## src/rtl/threeinput_sweep_checker_settle_timer.sv

```systemverilog
// sweep_settle_timer: loadable down-counter flagging when a vector has settled
module sweep_settle_timer #(
  parameter int SETTLE_CYCLES = 1
) (
  input  logic clk,
  input  logic rst,
  input  logic load,
  input  logic en,
  output logic expired
);
  logic [3:0] cnt;
  // Load SETTLE_CYCLES-1 so the final APPLY cycle sees zero and expires
  always_ff @(posedge clk)
    if (rst) cnt <= '0;
    else if (load) cnt <= 4'(SETTLE_CYCLES - 1);
    else if (en && cnt != '0) cnt <= cnt - 4'd1;
  assign expired = cnt == '0;
endmodule

```

## config.mk

```make
export PLATFORM = sky130hd
export DESIGN_NAME = sweep_settle_timer
export DESIGN_NICKNAME = d
export VERILOG_FILES = /design/src/rtl/threeinput_sweep_checker_settle_timer.sv
export SDC_FILE = /design/constraint.sdc
export NUM_CORES = 1
export LEC_CHECK = 0
export ABC_AREA = 1
export CAP_MARGIN = 20
export CORE_AREA = 2 2 39 41
export CTS_BUF_LIST = sky130_fd_sc_hd__clkbuf_4 sky130_fd_sc_hd__clkbuf_8
export DETAILED_ROUTE_END_ITERATION = 10
export DIE_AREA = 0 0 41 43
export GPL_ROUTABILITY_DRIVEN = 1
export SLEW_MARGIN = 15
export SYNTH_ARGS = -nofsm -noshare
export SYNTH_HDL_FRONTEND = slang
export SYNTH_SLANG_ARGS = --single-unit
```

## constraint.sdc

```tcl
create_clock -name clk -period 1.54 [get_ports clk]
set_clock_uncertainty 0.15 [all_clocks]
set_input_delay 0.308 -clock clk [delete_from_list [all_inputs] [get_ports clk]]
set_output_delay 0.308 -clock clk [all_outputs]
set_load 0.02 [all_outputs]
```

==> results.yml <==
timing:
  timing.hold.ws_ns: 0.339
  tightest_slew_ns: 0.238
  setup_viol: 0
  setup_ws_ns: 0.0656
  max_freq_mhz: 678
  hold_violations: 0
  fin_crit_ns: 1.47
  maxSlewViolCount: 0
  rsz0062_at_grt: "no"
  max_slew_margin: 0.841
  fin_crit_sh: 0.957
  fin_tns_setup_ns: 0
synth:
  syn_inst: 33
  synth_top_area_share: 0.342
  synthFlopType: "dfxtp_1"
  yosys_warnings: 0
  synthArstFlopShare: 0
  syn-mean-instance-area_sq_um: 7.09
  syn-cell-area_sq_um: 234
  ys_ff_latch: 4
  yosys.area.top_type: "dfxtp_1"
  synth.distinct_cells: 14
  ys_seq_area_frac: 0.342
  synth-edff-count: 0
  yosysMostFrequentCell: "nor2_1"
  synthTopCellsByCount: "9 x nor2_1, 4 x dfxtp_1, 4 x inv_1, 4 x nand2_1"
  synthTopCellsByArea: "dfxtp_1 34%, nor2_1 14%, nand3_4 7.5%"
  synth_nets: 38
critical_path:
  path_max_fanout: 2
  worstPathRequired_ns: 1.08
  worst_setup_path_end_kind: "output pin"
  slowest_stage: "dfxtp_2"
  crit_path_max_incr_delay_ns: 0.32
  crit_type: "flip-flop to output pin"
  crit_path_cell_trace: "inv_2, ha_4, nand3_4, inv_1, buf_4"
  cp-start-kind: "flip-flop"
  arrival_ns: 1.02
pwr:
  power_mw: 0.244
  ir_drop_mv: 0.272
  clkPwrFrac: 0.519
  p_leak_nw: 0.174
  internal_power_mw: 0.199
  powerDensity_nw_per_um2: 640
  seqPwrFrac: 0.426
  switching_share: 0.185
  combPwrFrac: 0.055
  switchingPower_mw: 0.0451
clock_network:
  cts_max_path_buffers: 2
  clock-sinks: 4
  h-tree-depth: 1
  tritoncts: "done"
  clk_latency_ns: 0.23
  cts_root_buf: "clkbuf_4"
  cts_made_buffers: 3
  clk_pin_slew_ns: 0.04
  cts_hold_buf: 0
cells_and_area:
  stdcell_count: 63
  top_regs: "cnt (4)"
  drive_above_1_share: 0.468
  top_register: "cnt"
  fin_area_sq_um: 382
  nets: 54
  utilization: 0.276
  diodes: 0
  largest_reg_flops: 4
  areaGrowthSynthToFinish_pct: 63.1
detailed_routing:
  wl_per_cell_um: 6.65
  first_iter_violations: 2
  ant_nets: 0
  vias: 232
  vias_per_cell: 3.68
  firstDrtPassIters: 2
  route.detailed.drc: 0
  wl_um: 419
job:
  maxCapViolCount: 0
floorplan:
  coreArea_sq_um: 1380
  start_util: 0.169
  io_pins: 5
  die_h_um: 43
  dieArea_sq_um: 1760
  die_w_um: 41
  num_rows: 14
outcome:
  status: "completed"
global_routing:
  grt_overflow_total: 0
  grt_pass1_wl_um: 848
  antenna_found_initial: 0
  grt_max_degree: 5
  grt_pass1_vias: 223
  track_usage: 0.0712
placement:
  pre_cts_ws_ns: -0.210
  detailed_place.area_sq_um: 347
  dpl.cell_count: 60
  gp_congestion: 0.735
  port_buffers: 4
hold_path:
  worstHoldPathType: "flip-flop to flip-flop"
==> timing repair <==
item,CTS,global route
endpoints found under the setup margin,1,1
gates resized for setup,6,5
setup buffers,0,0
==> worst paths after layout <==
path	startpoint	end	slack, ns	cells past startpoint
hold reg to reg	cnt[1]	cnt[1]	0.34	2
setup reg to reg	cnt[0]	cnt[3]	0.29	8
setup / recovery	cnt[0]	expired	0.07	5
hold / removal	cnt[1]	cnt[1]	0.34	2
==> cell usage in the layout (no fill, tap or decap) <==
cell and instances:
nor2_1 9, buf_4 8, inv_2 4, nand2_1 4, clkbuf_4 3, clkdlybuf4s50_1 3
inv_1 2, nand4_1 2, dfxtp_2 2, dfxtp_1 2, nand3_4 1, nand2_4 1
o21ai_0 1, a31oi_1 1, nand3_1 1, nor2_2 1, nand2_2 1, ha_4 1
==> kinds of logic after synthesis <==
logic type,share of synthesized area
compound gates,0.0481
flops,0.342
fa+ha+maj,0.0535
buf+inv,0.0962
simple gates,0.460
==> layout make-up <==
cell class,instances,area (sq um)
inverters,6,22.5
flip-flops and latches,4,82.6
repair buffers,11,90.1
well taps,16,20.0
multi-input cells,23,144
fillers,149,1000
clock buffers,3,22.5
==> worst max-delay path: cells and delay by family, from the launching register on <==
| kind | cells | cell delay [ns] |
|---|---|---|
| fa+ha+maj | 1 | 0.16 |
| buf+inv | 3 | 0.23 |
| flops | 1 | 0.32 |
| simple gates | 1 | 0.07 |
==> power by group through the flow <==
stage / Sequential (mW) / Combinational, mW / Clock, mW
floorplan: 0.106 / 0.00352 / 0
global placement: 0.106 / 0.0132 / 0
detailed placement: 0.106 / 0.0133 / 0
CTS: 0.104 / 0.0134 / 0.136
global route: 0.104 / 0.0149 / 0.143
finish: 0.104 / 0.0133 / 0.127
==> layer usage <==
layer / vias up / GRT usage / wire length, um
met4: 0 / 0.0600 / 0
met2: 4 / 0.0875 / 185
li1: 132 / - / -
met1: 96 / 0.0994 / 216
met5: - / 0 / 0
met3: 0 / 0.0157 / 17
(Power assumes the default switching activity.)
